<file path="src/rtl/typewriter_pkg.sv">
// Shared ASCII constants, printable-range test and output-FSM state type
// for the typewriter print path.
package typewriter_pkg;

    localparam logic [7:0] ASCII_LF  = 8'h0A;
    localparam logic [7:0] ASCII_CR  = 8'h0D;
    localparam logic [7:0] ASCII_NUL = 8'h00;
    localparam logic [7:0] PRN_WAKE  = 8'hFF;
    localparam logic [7:0] PRINT_LO  = 8'h20;
    localparam logic [7:0] PRINT_HI  = 8'h7E;

    typedef enum logic [1:0] {
        S_IDLE,
        S_SEND,
        S_GAP
    } out_state_e;

    function automatic logic is_printable(input logic [7:0] c);
        return (c >= PRINT_LO) && (c <= PRINT_HI);
    endfunction

endpackage

</file>
<file path="src/rtl/print_queue_if.sv">
// Upstream valid/ready byte channel plus the print_control rdy/ascii/done
// handshake, bundled for the print queue.
interface print_queue_if #(
    parameter int DEPTH = 16
);
    logic                   in_valid;
    logic [7:0]             in_char;
    logic                   in_ready;
    logic                   rdy;
    logic [7:0]             ascii;
    logic                   done;
    logic [$clog2(DEPTH):0] level;

    modport master (output in_valid, in_char, done,
                    input  in_ready, rdy, ascii, level);
    modport slave  (input  in_valid, in_char, done,
                    output in_ready, rdy, ascii, level);
endinterface

</file>
<file path="src/rtl/char_fifo.sv">
// Synchronous FIFO with power-of-two depth; head is read straight from the
// register array so it is valid the cycle after the first write.
module char_fifo #(
    parameter int DEPTH = 16,
    parameter int WIDTH = 8
) (
    input  logic                   clk,
    input  logic                   rst,
    input  logic                   push,
    input  logic                   pop,
    input  logic [WIDTH-1:0]       wdata,
    output logic [WIDTH-1:0]       head,
    output logic                   full,
    output logic                   empty,
    output logic [$clog2(DEPTH):0] level
);
    localparam int AW = $clog2(DEPTH);

    logic [WIDTH-1:0] mem_q [DEPTH];
    logic [AW-1:0]    wr_ptr_q, wr_ptr_d;
    logic [AW-1:0]    rd_ptr_q, rd_ptr_d;
    logic [AW:0]      level_q, level_d;
    logic             do_push, do_pop;

    assign full  = (level_q == (AW+1)'(DEPTH));
    assign empty = (level_q == '0);
    assign level = level_q;
    assign head  = mem_q[rd_ptr_q];

    always_comb begin
        do_push  = push && !full;
        do_pop   = pop && !empty;
        wr_ptr_d = wr_ptr_q + AW'(do_push);
        rd_ptr_d = rd_ptr_q + AW'(do_pop);
        level_d  = level_q + (AW+1)'(do_push) - (AW+1)'(do_pop);
    end

    always_ff @(posedge clk or posedge rst) begin
        if (rst) begin
            wr_ptr_q <= '0;
            rd_ptr_q <= '0;
            level_q  <= '0;
        end else begin
            wr_ptr_q <= wr_ptr_d;
            rd_ptr_q <= rd_ptr_d;
            level_q  <= level_d;
        end
    end

    // Storage carries no reset: empty/level gate every read.
    always_ff @(posedge clk) begin
        if (do_push) mem_q[wr_ptr_q] <= wdata;
    end

endmodule

</file>
<file path="src/rtl/print_queue.sv">
// Byte queue feeding print_control: filters NUL/wake bytes, inserts LF at
// line end, and enforces a head-settle gap between offered characters.
module print_queue
    import typewriter_pkg::*;
#(
    parameter int DEPTH      = 16,
    parameter int LINE_LEN   = 32,
    parameter int GAP_CYCLES = 50000
) (
    input  logic          clk,
    input  logic          rst,
    print_queue_if.slave  pq
);
    localparam int CW = $clog2(LINE_LEN + 1);
    localparam int GW = $clog2(GAP_CYCLES + 1);
    localparam logic [CW-1:0] COL_MAX  = CW'(LINE_LEN);
    localparam logic [GW-1:0] GAP_LAST = GW'(GAP_CYCLES - 1);

    out_state_e            state_q, state_d;
    logic                  rdy_q, rdy_d;
    logic [7:0]            ascii_q, ascii_d;
    logic                  ins_lf_q, ins_lf_d;
    logic [CW-1:0]         col_q, col_d;
    logic [GW-1:0]         gap_q, gap_d;

    logic                  fifo_push, fifo_pop, fifo_full, fifo_empty;
    logic [7:0]            fifo_head;
    logic [$clog2(DEPTH):0] fifo_level;

    assign pq.in_ready = ~fifo_full;
    assign pq.rdy      = rdy_q;
    assign pq.ascii    = ascii_q;
    assign pq.level    = fifo_level;

    // Filtered bytes still complete the handshake but never enter storage.
    assign fifo_push = pq.in_valid && !fifo_full &&
                       (pq.in_char != ASCII_NUL) && (pq.in_char != PRN_WAKE);

    char_fifo #(.DEPTH(DEPTH), .WIDTH(8)) u_fifo (
        .clk   (clk),
        .rst   (rst),
        .push  (fifo_push),
        .pop   (fifo_pop),
        .wdata (pq.in_char),
        .head  (fifo_head),
        .full  (fifo_full),
        .empty (fifo_empty),
        .level (fifo_level)
    );

    always_comb begin
        state_d  = state_q;
        rdy_d    = rdy_q;
        ascii_d  = ascii_q;
        ins_lf_d = ins_lf_q;
        col_d    = col_q;
        gap_d    = gap_q;
        fifo_pop = 1'b0;
        case (state_q)
            S_IDLE: begin
                if (!fifo_empty) begin
                    state_d = S_SEND;
                    rdy_d   = 1'b1;
                    // A full line defers the head char behind a generated LF.
                    if (is_printable(fifo_head) && (col_q == COL_MAX)) begin
                        ins_lf_d = 1'b1;
                        ascii_d  = ASCII_LF;
                    end else begin
                        fifo_pop = 1'b1;
                        ascii_d  = fifo_head;
                    end
                end
            end
            S_SEND: begin
                if (pq.done) begin
                    state_d = S_GAP;
                    rdy_d   = 1'b0;
                    ascii_d = ASCII_NUL;
                    gap_d   = '0;
                    if ((ascii_q == ASCII_LF) || (ascii_q == ASCII_CR)) begin
                        col_d    = '0;
                        ins_lf_d = 1'b0;
                    end else if (is_printable(ascii_q)) begin
                        col_d = col_q + CW'(1);
                    end
                end
            end
            S_GAP: begin
                if (gap_q == GAP_LAST) state_d = S_IDLE;
                else                   gap_d   = gap_q + GW'(1);
            end
            default: state_d = S_IDLE;
        endcase
    end

    always_ff @(posedge clk or posedge rst) begin
        if (rst) begin
            state_q  <= S_IDLE;
            rdy_q    <= 1'b0;
            ascii_q  <= ASCII_NUL;
            ins_lf_q <= 1'b0;
            col_q    <= '0;
            gap_q    <= '0;
        end else begin
            state_q  <= state_d;
            rdy_q    <= rdy_d;
            ascii_q  <= ascii_d;
            ins_lf_q <= ins_lf_d;
            col_q    <= col_d;
            gap_q    <= gap_d;
        end
    end

endmodule

</file>
<file path="src/flat_wrapper.sv">
// flat-port wrapper written by rule: the top's interface ports become plain ports
module print_queue_flat import typewriter_pkg::*;
#(
    parameter int DEPTH      = 16,
    parameter int LINE_LEN   = 32,
    parameter int GAP_CYCLES = 50000
)
  (clk, rst, pq_in_valid, pq_in_char, pq_done, pq_in_ready, pq_rdy, pq_ascii, pq_level);
  print_queue_if #(.DEPTH(DEPTH)) pq_i ();
  input  logic clk;
  input  logic rst;
  input wire logic [$bits(pq_i.in_valid)-1:0] pq_in_valid;
  input wire logic [$bits(pq_i.in_char)-1:0] pq_in_char;
  input wire logic [$bits(pq_i.done)-1:0] pq_done;
  output wire logic [$bits(pq_i.in_ready)-1:0] pq_in_ready;
  output wire logic [$bits(pq_i.rdy)-1:0] pq_rdy;
  output wire logic [$bits(pq_i.ascii)-1:0] pq_ascii;
  output wire logic [$bits(pq_i.level)-1:0] pq_level;
  assign pq_i.in_valid = pq_in_valid;
  assign pq_i.in_char = pq_in_char;
  assign pq_i.done = pq_done;
  assign pq_in_ready = pq_i.in_ready;
  assign pq_rdy = pq_i.rdy;
  assign pq_ascii = pq_i.ascii;
  assign pq_level = pq_i.level;
  print_queue #(.DEPTH(DEPTH), .LINE_LEN(LINE_LEN), .GAP_CYCLES(GAP_CYCLES)) u_core (.clk(clk), .rst(rst), .pq(pq_i));
endmodule
</file>
<file path="config.mk">
export PLATFORM = sky130hd
export DESIGN_NAME = print_queue_flat
export DESIGN_NICKNAME = d
export VERILOG_FILES = /design/src/rtl/typewriter_pkg.sv /design/src/rtl/print_queue_if.sv /design/src/rtl/char_fifo.sv /design/src/rtl/print_queue.sv /design/src/flat_wrapper.sv
export SDC_FILE = /design/constraint.sdc
export NUM_CORES = 1
export LEC_CHECK = 0
export CAP_MARGIN = 20
export CORE_MARGIN = 2
export CORE_UTILIZATION = 50
export DETAILED_ROUTE_END_ITERATION = 6
export DONT_BUFFER_PORTS = 1
export GPL_ROUTABILITY_DRIVEN = 0
export PLACE_DENSITY = 0.74
export SETUP_SLACK_MARGIN = 0.3
export SYNTH_ARGS = -nofsm -noshare
export SYNTH_HDL_FRONTEND = slang
export SYNTH_SLANG_ARGS = --single-unit
</file>
<file path="constraint.sdc">
create_clock -name clk -period 6 [get_ports clk]
set_input_delay 0.3 -clock clk [delete_from_list [all_inputs] [get_ports clk]]
set_output_delay 0.3 -clock clk [all_outputs]
set_load 0.02 [all_outputs]
</file>
==> impl_metrics.toml, run 1 <==
[placement]
placedInstanceArea_um2 = 7620
io_buffer_count = 0
place.detailed.hpwl_um = 9990

[global_route]
grt_pass1_vias = 4273
grt_first_pass_wirelength_um = 24300
largest_net_degree_at_the_start_of_global_routing = 47
gr-usage-all-layers = 0.206
grt_antenna_before_repair = 0
globalRouteOverflowTotal = 0

[critical_path]
critical_path.reg2reg.startpoint = "u_core.u_fifo.rd_ptr_q[1]$_DFF_PP0_"
critical-path-slowest-cell = "sky130_fd_sc_hd__dfrtp_1"
peak_per_stage_delay_on_the_critical_path_ps = 940
r2r_setup_slack_ps = 1480
required_time_of_the_worst_setup_path_ps = 6340
path_buf_inv = 3
timing.rr.end = "u_core.u_fifo.level[4]$_DFF_PP0_"
path_cells = "nor2b_1, a22oi_1, a211oi_2, o211a_1, nor2_1, a21oi_1, ha_1, inv_1, ha_1, inv_1, fa_1, inv_1, a21oi_1, nor2_1, nor2_1, xnor2_1"
worst_setup_path_end_kind = "register"
worst-r2r-cell-count = 16
crit_family = "compound AO/OA/AOI/OAI gates"
timing_worst_setup_path_type = "register to register"
critical_path.startpoint_type = "register"
crit_fanout = 23
cp_data_arrival_time_ps = 4850

[cts]
ctsLongestPathBuffers = 2
worst_skew_pair.late_latency_ps = 430
clkTransAtPathRegs_ps = 70
cts_num_sinks = 174
cts_buffers = 17
ctsHtreeMaxLevel = 4
clk_root_buffer_cell = "sky130_fd_sc_hd__clkbuf_16"
tritoncts_clock_tree = "built"
ctsResizeCount = 0
post_cts.repair.setup_buffers = 0

[synthesis]
synth_top_area_share = 0.510
dominant_cells_by_area_after_synthesis = "sky130_fd_sc_hd__edfxtp_1 51%, sky130_fd_sc_hd__dfrtp_1 15%, sky130_fd_sc_hd__mux4_2 3.6%, sky130_fd_sc_hd__mux4_1 3.5%, sky130_fd_sc_hd__mux2i_1 3.2%"
synthDistinctLibCells = 55
post-synth-top-area-cell = "sky130_fd_sc_hd__edfxtp_1"
synth_seq_area_share = 0.663
synth_area_um2 = 7530
postSynth.asyncResetShare = 0.264
synth.ff_latch_count = 174
yosys_most_used_dff = "sky130_fd_sc_hd__edfxtp_1"
top_post_synthesis_cells_by_count = "128 x sky130_fd_sc_hd__edfxtp_1, 46 x sky130_fd_sc_hd__dfrtp_1, 45 x sky130_fd_sc_hd__nor2_1"
synth_most_common_cell = "sky130_fd_sc_hd__edfxtp_1"
synth-edff-count = 128
synthesis.yosys.warnings = 0
syn-instance-count = 483
synthesis.area_per_instance_um2 = 15.6
mappedNetlistNets = 509

[cells_and_area]
fillCellCount = 1092
multi_input_comb_area_um2 = 2320
final_layout_size_suffix_gt1_frac = 0.130
area.growth.synth_to_final_pct = 11.1
nNetsFinal = 527
n_antenna_cell = 0
register_area_um2 = 5000
postLayoutCoreUtil = 0.571
final_area_um2 = 8370

[die]
placeableCoreArea_um2 = 14600
die_h_um = 127
initial_core_util = 0.514
io-pin-count = 27
chipWidth_um = 127
fp.dieArea_um2 = 16100
floorplan.rows = 44

[timing]
max_freq_mhz = 221
report.final.hold_viol_count = 0
final_max_slew_viol_count = 0
grt_setup_unrepaired = "no"
setup-tns-final_ps = 0
final.min_clock_period_ps = 4520
fin_crit_sh = 0.753
slew_headroom = 0.387
skew_ps = 12.3
transition_time_at_the_pin_with_the_least_slew_margin_ps = 918
setup_viol = 0

[routing]
route.antenna.remaining_nets = 0
drcViolationCount = 0
first_pass_iters = 5
detail_route.wl_per_cell_um = 22.3
routed_via_density = 6.02
first_iter_violations = 348
sum_of_routed_wire_length_over_all_layers_um = 15500
route.vias.total = 4205

[job]
drv_cap = 0

[min_path]
worst_case_hold_path_end_point = "u_core.state_q[0]$_DFFE_PP0P_"
worst_hold_class = "input port to register"
hp_start = "pq_done"
hold-path-cell-count = 2

[outcome]
outcome = "completed"

[power_and_ir_drop]
static_leakage_nw = 2.90
ir_worst_vdd_mv = 0.179
power.density_cell_area_nw_per_um2 = 348
[per-stage QoR]
stage | power (mW) | std cells | setup slack (ps) | hold slack (ps)
floorplan | 1.73 | 483 | 2670 | 399
CTS | 2.92 | 693 | 1450 | 12.3
finish | 2.91 | 698 | 1480 | 101
detailed placement | 1.82 | 653 | 1500 | 400
global route | 3.02 | 698 | 1110 | 114
global placement | 1.80 | 652 | 1700 | 400
[flip-flops by register name, summed over array words and instances (netlist names)]
| signal | flops |
|---|---|
| u_core.gap_q | 16 |
| u_core.u_fifo.rd_ptr_q | 4 |
| u_core.pq.ascii | 8 |
| u_core.col_q | 6 |
| u_core.pq.rdy | 1 |
| u_core.u_fifo.wr_ptr_q | 4 |
| u_core.u_fifo.level | 5 |
| u_core.u_fifo.mem_q | 128 |
| u_core.state_q | 2 |
[cells in the final DEF, fill, tap and decap left out, types with 5 or more instances in the layout]
| cell | instances |
|---|---|
| sky130_fd_sc_hd__dfrtp_1 | 45 |
| sky130_fd_sc_hd__clkbuf_16 | 17 |
| sky130_fd_sc_hd__mux2i_1 | 24 |
| sky130_fd_sc_hd__xor2_1 | 12 |
| sky130_fd_sc_hd__o21ai_0 | 8 |
| sky130_fd_sc_hd__dlygate4sd3_1 | 9 |
| sky130_fd_sc_hd__nor2_1 | 45 |
| sky130_fd_sc_hd__ha_1 | 13 |
| sky130_fd_sc_hd__xnor2_1 | 12 |
| sky130_fd_sc_hd__edfxtp_1 | 128 |
| sky130_fd_sc_hd__nand3_1 | 10 |
| sky130_fd_sc_hd__mux4_1 | 10 |
| sky130_fd_sc_hd__nand2b_1 | 5 |
| sky130_fd_sc_hd__or3_1 | 5 |
| sky130_fd_sc_hd__nand2_1 | 26 |
| sky130_fd_sc_hd__a21oi_1 | 9 |
| sky130_fd_sc_hd__mux4_2 | 12 |
| sky130_fd_sc_hd__nand4_1 | 8 |
| sky130_fd_sc_hd__a221oi_1 | 7 |
| sky130_fd_sc_hd__nor3_1 | 9 |
| sky130_fd_sc_hd__nor2b_1 | 5 |
| sky130_fd_sc_hd__inv_1 | 15 |
[power by group]
part | internal [mW] | switching [mW] | leakage, nW
logic | 0.113 | 0.188 | 0.894
registers | 1.42 | 0.0922 | 1.73
clock network | 0.594 | 0.502 | 0.284
[cell type report]
| cell class | count | share of cell area |
|---|---|---|
| tap | 184 | 0.0275 |
| sequential | 174 | 0.597 |
| multi-input combinational | 276 | 0.277 |
| timing repair buffer | 16 | 0.0197 |
| clock inverter | 15 | 0.0208 |
| inverter | 16 | 0.00718 |
| clock buffer | 17 | 0.0508 |
[how the worst max path moves through the flow]
stage	start	end	slack [ps]	depth (start not counted)
after detailed placement	u_core.u_fifo.rd_ptr_q[1]$_DFF_PP0_	u_core.u_fifo.level[4]$_DFF_PP0_	1500	16
after CTS	u_core.u_fifo.rd_ptr_q[1]$_DFF_PP0_	u_core.u_fifo.level[4]$_DFF_PP0_	1450	16
after floorplan	u_core.u_fifo.rd_ptr_q[0]$_DFF_PP0_	u_core.u_fifo.level[4]$_DFF_PP0_	2670	17
after global routing	u_core.u_fifo.rd_ptr_q[1]$_DFF_PP0_	u_core.u_fifo.level[4]$_DFF_PP0_	1110	16
final	u_core.u_fifo.rd_ptr_q[1]$_DFF_PP0_	u_core.u_fifo.level[4]$_DFF_PP0_	1480	16
after global placement	u_core.u_fifo.rd_ptr_q[0]$_DFF_PP0_	u_core.u_fifo.level[4]$_DFF_PP0_	1700	16
[layer usage]
layer  track usage  share of wire  up-vias
li1              -              -     1906
met1         0.272           0.42     2112
met5             0              0        -
met4        0.0989          0.036        0
met3        0.0569          0.067       42
met2         0.321           0.48      145
[logic make-up after synthesis]
logic type,Yosys count,synth area share
XOR/XNOR,24,0.0279
flip-flops,174,0.663
multiplexers,47,0.104
adder cells (fa/ha/maj),14,0.0243
AO/OA/AOI/OAI,61,0.0665
buffers and inverters,33,0.0289
AND/OR/NAND/NOR,130,0.0849
[repair_timing]
action                                  CTS  global route
hold buffers                              8             1
endpoints found under the hold margin   128            16
endpoints found under the setup margin    0             0
Power figures use the tool's default switching activity.
==> inputs of run 2 (changes only) <==
- ABC_AREA: not set -> 1
- clock period: 6 -> 4.22 ns (I/O delays scaled with it)
==> impl_metrics.toml, run 2 <==
[critical_path]
peak_per_stage_delay_on_the_critical_path_ps = 780
timing_worst_setup_path_type = "register to register"
critical_path.startpoint_type = "register"
required_time_of_the_worst_setup_path_ps = 4580
path_cells = "inv_1, nand3_1, nand3_1, nand2_1, nand2_1, nor2_1, nand2_1, a21oi_1, ha_1, inv_1, ha_1, inv_1, fa_1, o21ai_0, xor2_1"
cp_data_arrival_time_ps = 4060
path_buf_inv = 3
critical-path-slowest-cell = "sky130_fd_sc_hd__dfrtp_1"
crit_fanout = 19
crit_family = "adder cells"
worst_setup_path_end_kind = "register"

[synthesis]
synth_most_common_cell = "sky130_fd_sc_hd__nand2_1"
synthDistinctLibCells = 29
dominant_cells_by_area_after_synthesis = "sky130_fd_sc_hd__edfxtp_1 48%, sky130_fd_sc_hd__dfrtp_1 15%, sky130_fd_sc_hd__nand2_1 11%, sky130_fd_sc_hd__nand3_1 6.9%, sky130_fd_sc_hd__inv_1 4.9%"
synth_seq_area_share = 0.629
synth_top_area_share = 0.484
synth-edff-count = 128
syn-instance-count = 805
post-synth-top-area-cell = "sky130_fd_sc_hd__edfxtp_1"
mappedNetlistNets = 831
synth_area_um2 = 7940
yosys_most_used_dff = "sky130_fd_sc_hd__edfxtp_1"
synthesis.yosys.warnings = 0
postSynth.asyncResetShare = 0.264
top_post_synthesis_cells_by_count = "222 x sky130_fd_sc_hd__nand2_1, 128 x sky130_fd_sc_hd__edfxtp_1, 109 x sky130_fd_sc_hd__nand3_1"
synth.ff_latch_count = 174
synthesis.area_per_instance_um2 = 9.86

[routing]
first_pass_iters = 5
detailroute.wirelength.met3_um = 1460
sum_of_routed_wire_length_over_all_layers_um = 17300
routed_via_density = 5.31
route.vias.total = 5544
route.layer.met1.wl_um = 7330
dr_wl_met2_um = 7840
detail_route.wl_per_cell_um = 16.5
route.antenna.remaining_nets = 0
first_iter_violations = 487
top_signal_layer_used = "met4"
drcViolationCount = 0

[die]
placeableCoreArea_um2 = 15700
initial_core_util = 0.505
die_h_um = 130
io-pin-count = 27
fp.dieArea_um2 = 16900
chipWidth_um = 130
floorplan.rows = 46

[power_and_ir_drop]
swShare = 0.398
cellInternalPower_mw = 3.57
power.clock.fraction = 0.258
combinationalPowerShare = 0.334
ir_worst_vdd_mv = 0.404
power_frac_seq = 0.408
static_leakage_nw = 3.67
power_switching_mw = 2.36
power.density_cell_area_nw_per_um2 = 675

[cts]
post_cts.repair.setup_buffers = 0
ctsLongestPathBuffers = 2
ctsHtreeMaxLevel = 4
tritoncts_clock_tree = "built"
clk_root_buffer_cell = "sky130_fd_sc_hd__clkbuf_16"
clkTransAtPathRegs_ps = 70
worst_skew_pair.late_latency_ps = 440
cts_buffers = 17
ctsResizeCount = 0
cts_num_sinks = 174

[cells_and_area]
area.growth.synth_to_final_pct = 10.5
final_cell_mix = "222 x sky130_fd_sc_hd__nand2_1, 128 x sky130_fd_sc_hd__edfxtp_1, 109 x sky130_fd_sc_hd__nand3_1"
most_common_library_cell_in_the_layout_ignoring_fill_and_taps = "sky130_fd_sc_hd__nand2_1"
layout.cells.non_filler = 1045
nNetsFinal = 841
largest_reg_flops = 128
final_layout_size_suffix_gt1_frac = 0.0543
register_ranked_first_by_flip_flop_count = "u_core.u_fifo.mem_q"

[placement]
dpl.cell_count = 1001
io_buffer_count = 0
place.detailed.hpwl_um = 10900

[global_route]
largest_net_degree_at_the_start_of_global_routing = 67
globalRouteOverflowTotal = 0
grt_pass1_vias = 5213
gr-usage-all-layers = 0.217
grt_antenna_before_repair = 1
grt_first_pass_wirelength_um = 27100

[timing]
grt_setup_unrepaired = "no"
final.min_clock_period_ps = 3700
transition_time_at_the_pin_with_the_least_slew_margin_ps = 1080
slew_headroom = 0.280
setup_viol = 0
max_freq_mhz = 270
fin_crit_sh = 0.877
report.final.hold_viol_count = 0
skew_ps = 13.3
setup-tns-final_ps = 0
final_max_slew_viol_count = 0

[job]
drv_cap = 0

[outcome]
outcome = "completed"

[min_path]
worst_hold_class = "input port to register"
-- run 2: changes by cell type in the layout (fill, tap and decap cells not counted), moves of 6 or more --
cell and change:
sky130_fd_sc_hd__nand3_1 +99, sky130_fd_sc_hd__nand2_1 +196, sky130_fd_sc_hd__mux4_2 -12, sky130_fd_sc_hd__mux2i_1 -24, sky130_fd_sc_hd__o21ai_0 +13, sky130_fd_sc_hd__a221oi_1 -7
sky130_fd_sc_hd__mux4_1 -10, sky130_fd_sc_hd__inv_1 +87, sky130_fd_sc_hd__nor2_1 +20, sky130_fd_sc_hd__xnor2_1 -9, sky130_fd_sc_hd__nor3_1 +6
-- run 2: routing by layer --
layer  global-route usage  up-vias
met5                    0        -
met4               0.0974        0
met2                0.334      264
met3               0.0664       41
li1                     -     2677
met1                0.285     2562
-- run 2: layout make-up --
type / count / area, um2
well taps: 216 / 270
clock inverters: 15 / 156
flip-flops and latches: 174 / 5000
clock buffers: 17 / 425
diodes: 1 / 2.50
multi-input cells: 500 / 2360
fillers: 1339 / 6940
repair buffers: 15 / 163
inverters: 107 / 402
-- run 2: repair_timing --
item,CTS,global route
endpoints found under the setup margin,0,0
hold endpoints to repair,175,0
hold buffers,10,0
-- run 2: final timing paths --
kind	from	to	slack [ps]	cells past startpoint
setup / recovery	u_core.u_fifo.rd_ptr_q[2]$_DFF_PP0_	u_core.u_fifo.level[4]$_DFF_PP0_	520	15
hold / removal	pq_done	u_core.gap_q[9]$_DFFE_PP0P_	30	3
setup reg to reg	u_core.u_fifo.rd_ptr_q[2]$_DFF_PP0_	u_core.u_fifo.level[4]$_DFF_PP0_	520	15
hold reg to reg	u_core.gap_q[1]$_DFFE_PP0P_	u_core.gap_q[1]$_DFFE_PP0P_	530	2
max in group asynchronous	rst	u_core.gap_q[9]$_DFFE_PP0P_	3660	3
min in group asynchronous	rst	u_core.u_fifo.level[4]$_DFF_PP0_	100	2
-- run 2: cell families after synthesis --
family / count (synthesis) / share of synthesized area
AND/OR/NAND/NOR: 426 / 0.226
flip-flops: 174 / 0.629
buffers and inverters: 131 / 0.0736
AO/OA/AOI/OAI: 44 / 0.0303
XOR/XNOR: 16 / 0.0177
adder cells (fa/ha/maj): 14 / 0.0230
-- run 2: power groups by stage --
stage	registers [mW]	clock network, mW	logic [mW]
finish	2.42	1.53	1.98
global placement	2.44	0	1.88
global route	2.45	1.63	2.20
detailed placement	2.45	0	1.91
CTS	2.41	1.55	1.96
floorplan	2.37	0	1.55
-- run 2: worst min-delay path, cell delays in order --
cell and delay (ps):
sky130_fd_sc_hd__inv_1 40, sky130_fd_sc_hd__nor2_2 60, sky130_fd_sc_hd__nor2_1 90
-- run 2: through the flow --
stage	setup slack (ps)	area, um2	utilization	hold slack [ps]	power (mW)
final	521	8770	0.558	25.3	5.92
after global placement	666	8070	0.513	311	4.32
after global routing	340	8770	0.558	19.5	6.28
after CTS	546	8750	0.557	8.73	5.92
after detailed placement	572	8070	0.513	311	4.36
after floorplan	1470	7940	-	310	3.92
==> inputs of run 3 (changes only) <==
--- a/config.mk
+++ b/config.mk
@@ -10,3 +10,3 @@
 export CORE_MARGIN = 2
-export CORE_UTILIZATION = 50
+export CORE_UTILIZATION = 45
 export DETAILED_ROUTE_END_ITERATION = 6
@@ -14,3 +14,4 @@
 export GPL_ROUTABILITY_DRIVEN = 0
-export PLACE_DENSITY = 0.74
+export GPL_TIMING_DRIVEN = 1
+export PLACE_DENSITY = 0.69
 export SETUP_SLACK_MARGIN = 0.3
==> constraint.sdc (replaced) <==
create_clock -name clk -period 4.22 [get_ports clk]
set_input_delay 0.844 -clock clk [delete_from_list [all_inputs] [get_ports clk]]
set_output_delay 0.844 -clock clk [all_outputs]
set_load 0.02 [all_outputs]
==> impl_metrics.toml, run 3 (synthesis results as in run 2) <==
[placement]
io_buffer_count = 0
dpl.cell_count = 1011
place.detailed.hpwl_um = 11200

[timing]
report.final.hold_viol_count = 0
setup_viol = 0
final.min_clock_period_ps = 3610
final_max_slew_viol_count = 0
fin_crit_sh = 0.854
slew_headroom = 0.308
max_freq_mhz = 277
grt_setup_unrepaired = "no"
setup-tns-final_ps = 0
transition_time_at_the_pin_with_the_least_slew_margin_ps = 1030
skew_ps = 9.72

[cts]
post_cts.repair.setup_buffers = 0
cts_num_sinks = 174
cts_buffers = 17
ctsResizeCount = 0
clk_root_buffer_cell = "sky130_fd_sc_hd__clkbuf_16"
worst_skew_pair.late_latency_ps = 430
tritoncts_clock_tree = "built"
ctsHtreeMaxLevel = 4
ctsLongestPathBuffers = 2
cts_hold_buf = 0
clkTransAtPathRegs_ps = 70

[cells_and_area]
largest_reg_flops = 128
nNetsFinal = 832
register_ranked_first_by_flip_flop_count = "u_core.u_fifo.mem_q"
area.growth.synth_to_final_pct = 9.26
n_antenna_cell = 0
most_common_library_cell_in_the_layout_ignoring_fill_and_taps = "sky130_fd_sc_hd__nand2_1"
final_layout_size_suffix_gt1_frac = 0.0525
final_cell_mix = "222 x sky130_fd_sc_hd__nand2_1, 128 x sky130_fd_sc_hd__edfxtp_1, 109 x sky130_fd_sc_hd__nand3_1"
layout.cells.non_filler = 1044
fillCellCount = 1587

[global_route]
grt_antenna_before_repair = 0
globalRouteOverflowTotal = 0
grt_pass1_vias = 5304
gr-usage-all-layers = 0.206
grt_first_pass_wirelength_um = 28600
largest_net_degree_at_the_start_of_global_routing = 67

[routing]
first_pass_iters = 5
first_iter_violations = 587
drcViolationCount = 0
sum_of_routed_wire_length_over_all_layers_um = 17500
route.vias.total = 5455
route.antenna.remaining_nets = 0
routed_via_density = 5.23
detail_route.wl_per_cell_um = 16.8

[die]
floorplan.rows = 48
chipWidth_um = 137
fp.dieArea_um2 = 18700
die_h_um = 137
initial_core_util = 0.459
placeableCoreArea_um2 = 17300
io-pin-count = 27

[critical_path]
r2r_setup_slack_ps = 610
cp_data_arrival_time_ps = 3950
critical_path.reg2reg.startpoint = "u_core.u_fifo.rd_ptr_q[0]$_DFF_PP0_"
worst_setup_path_end_kind = "register"
crit_fanout = 66
required_time_of_the_worst_setup_path_ps = 4570
timing_worst_setup_path_type = "register to register"
worst-r2r-cell-count = 18
critical_path.startpoint_type = "register"
timing.rr.end = "u_core.u_fifo.level[4]$_DFF_PP0_"

[job]
drv_cap = 0

[power_and_ir_drop]
power.clock.fraction = 0.256
power_switching_mw = 2.31
combinationalPowerShare = 0.337
power.density_cell_area_nw_per_um2 = 677
power_frac_seq = 0.407
cellInternalPower_mw = 3.56
swShare = 0.394
ir_worst_vdd_mv = 0.580
static_leakage_nw = 3.63

[min_path]
worst_hold_class = "input port to async pin"

[outcome]
outcome = "completed"
run 3: cell types whose count changed in the layout (fill, tap and decap cells not counted):
cell                            previous run  this run
sky130_fd_sc_hd__clkinv_2                  1         0
sky130_fd_sc_hd__diode_2                   1         0
sky130_fd_sc_hd__inv_6                     3         1
sky130_fd_sc_hd__clkinvlp_4                2         1
sky130_fd_sc_hd__clkinv_8                  1         0
sky130_fd_sc_hd__buf_4                     3         4
sky130_fd_sc_hd__dlygate4sd3_1            10         0
sky130_fd_sc_hd__clkinv_1                  2         5
sky130_fd_sc_hd__clkinv_4                  3         5
run 3: final cells by class:
type,count,area [um2],share of cell area
flip-flops and latches,174,5000,0.576
multi-input cells,500,2360,0.272
clock buffers,17,425,0.0491
inverters,107,402,0.0463
well taps,225,282,0.0325
clock inverters,15,139,0.0160
repair buffers,6,70.1,0.00808
run 3: worst max-delay path by stage:
stage	depth (start not counted)	endpoint	startpoint
2_1_floorplan	13	u_core.u_fifo.level[4]$_DFF_PP0_	pq_done
3_3_place_gp	18	u_core.u_fifo.level[4]$_DFF_PP0_	u_core.u_fifo.rd_ptr_q[0]$_DFF_PP0_
3_5_place_dp	18	u_core.u_fifo.level[4]$_DFF_PP0_	u_core.u_fifo.rd_ptr_q[0]$_DFF_PP0_
4_1_cts	18	u_core.u_fifo.level[4]$_DFF_PP0_	u_core.u_fifo.rd_ptr_q[0]$_DFF_PP0_
5_1_grt	18	u_core.u_fifo.level[4]$_DFF_PP0_	u_core.u_fifo.rd_ptr_q[0]$_DFF_PP0_
6_report	18	u_core.u_fifo.level[4]$_DFF_PP0_	u_core.u_fifo.rd_ptr_q[0]$_DFF_PP0_
run 3: through the flow:
stage	util	instance area, um2	hold slack [ps]	setup WS, ps	power [mW]
after floorplan	-	7940	475	1440	3.92
after global placement	0.467	8090	498	738	4.35
after detailed placement	0.467	8090	509	631	4.37
after CTS	0.500	8650	495	618	5.87
after global routing	0.501	8670	194	325	6.28
final	0.501	8670	206	614	5.87
run 3: layer usage:
layer / vias up / GRT usage / share of wire
met4: 0 / 0.0475 / 0.010
met2: 189 / 0.326 / 0.47
met1: 2589 / 0.280 / 0.44
li1: 2662 / - / -
met3: 15 / 0.0633 / 0.076
met5: - / 0 / 0
run 3: power by group through the flow:
stage	sequential, mW	combinational [mW]	clock, mW
3_3_place_gp	2.42	1.93	0
3_5_place_dp	2.42	1.95	0
6_report	2.39	1.98	1.50
2_1_floorplan	2.37	1.55	0
5_1_grt	2.43	2.25	1.60
4_1_cts	2.39	1.96	1.52
run 3: worst max-delay path: stages (launching register included):
cell                      delay [ps]
sky130_fd_sc_hd__dfrtp_2         360
sky130_fd_sc_hd__buf_4           580
sky130_fd_sc_hd__nand2_1         210
sky130_fd_sc_hd__nand2_1         120
sky130_fd_sc_hd__nand2_1          60
sky130_fd_sc_hd__nand3_1         120
sky130_fd_sc_hd__nand3_1          70
sky130_fd_sc_hd__nand2_1          90
sky130_fd_sc_hd__nand2_1          60
sky130_fd_sc_hd__nor2_1          100
sky130_fd_sc_hd__nand2_1          80
sky130_fd_sc_hd__a21oi_1         330
sky130_fd_sc_hd__ha_1            300
sky130_fd_sc_hd__inv_1            50
sky130_fd_sc_hd__ha_1            160
sky130_fd_sc_hd__inv_1            60
sky130_fd_sc_hd__fa_1            390
sky130_fd_sc_hd__o21ai_0         210
sky130_fd_sc_hd__xor2_1          160
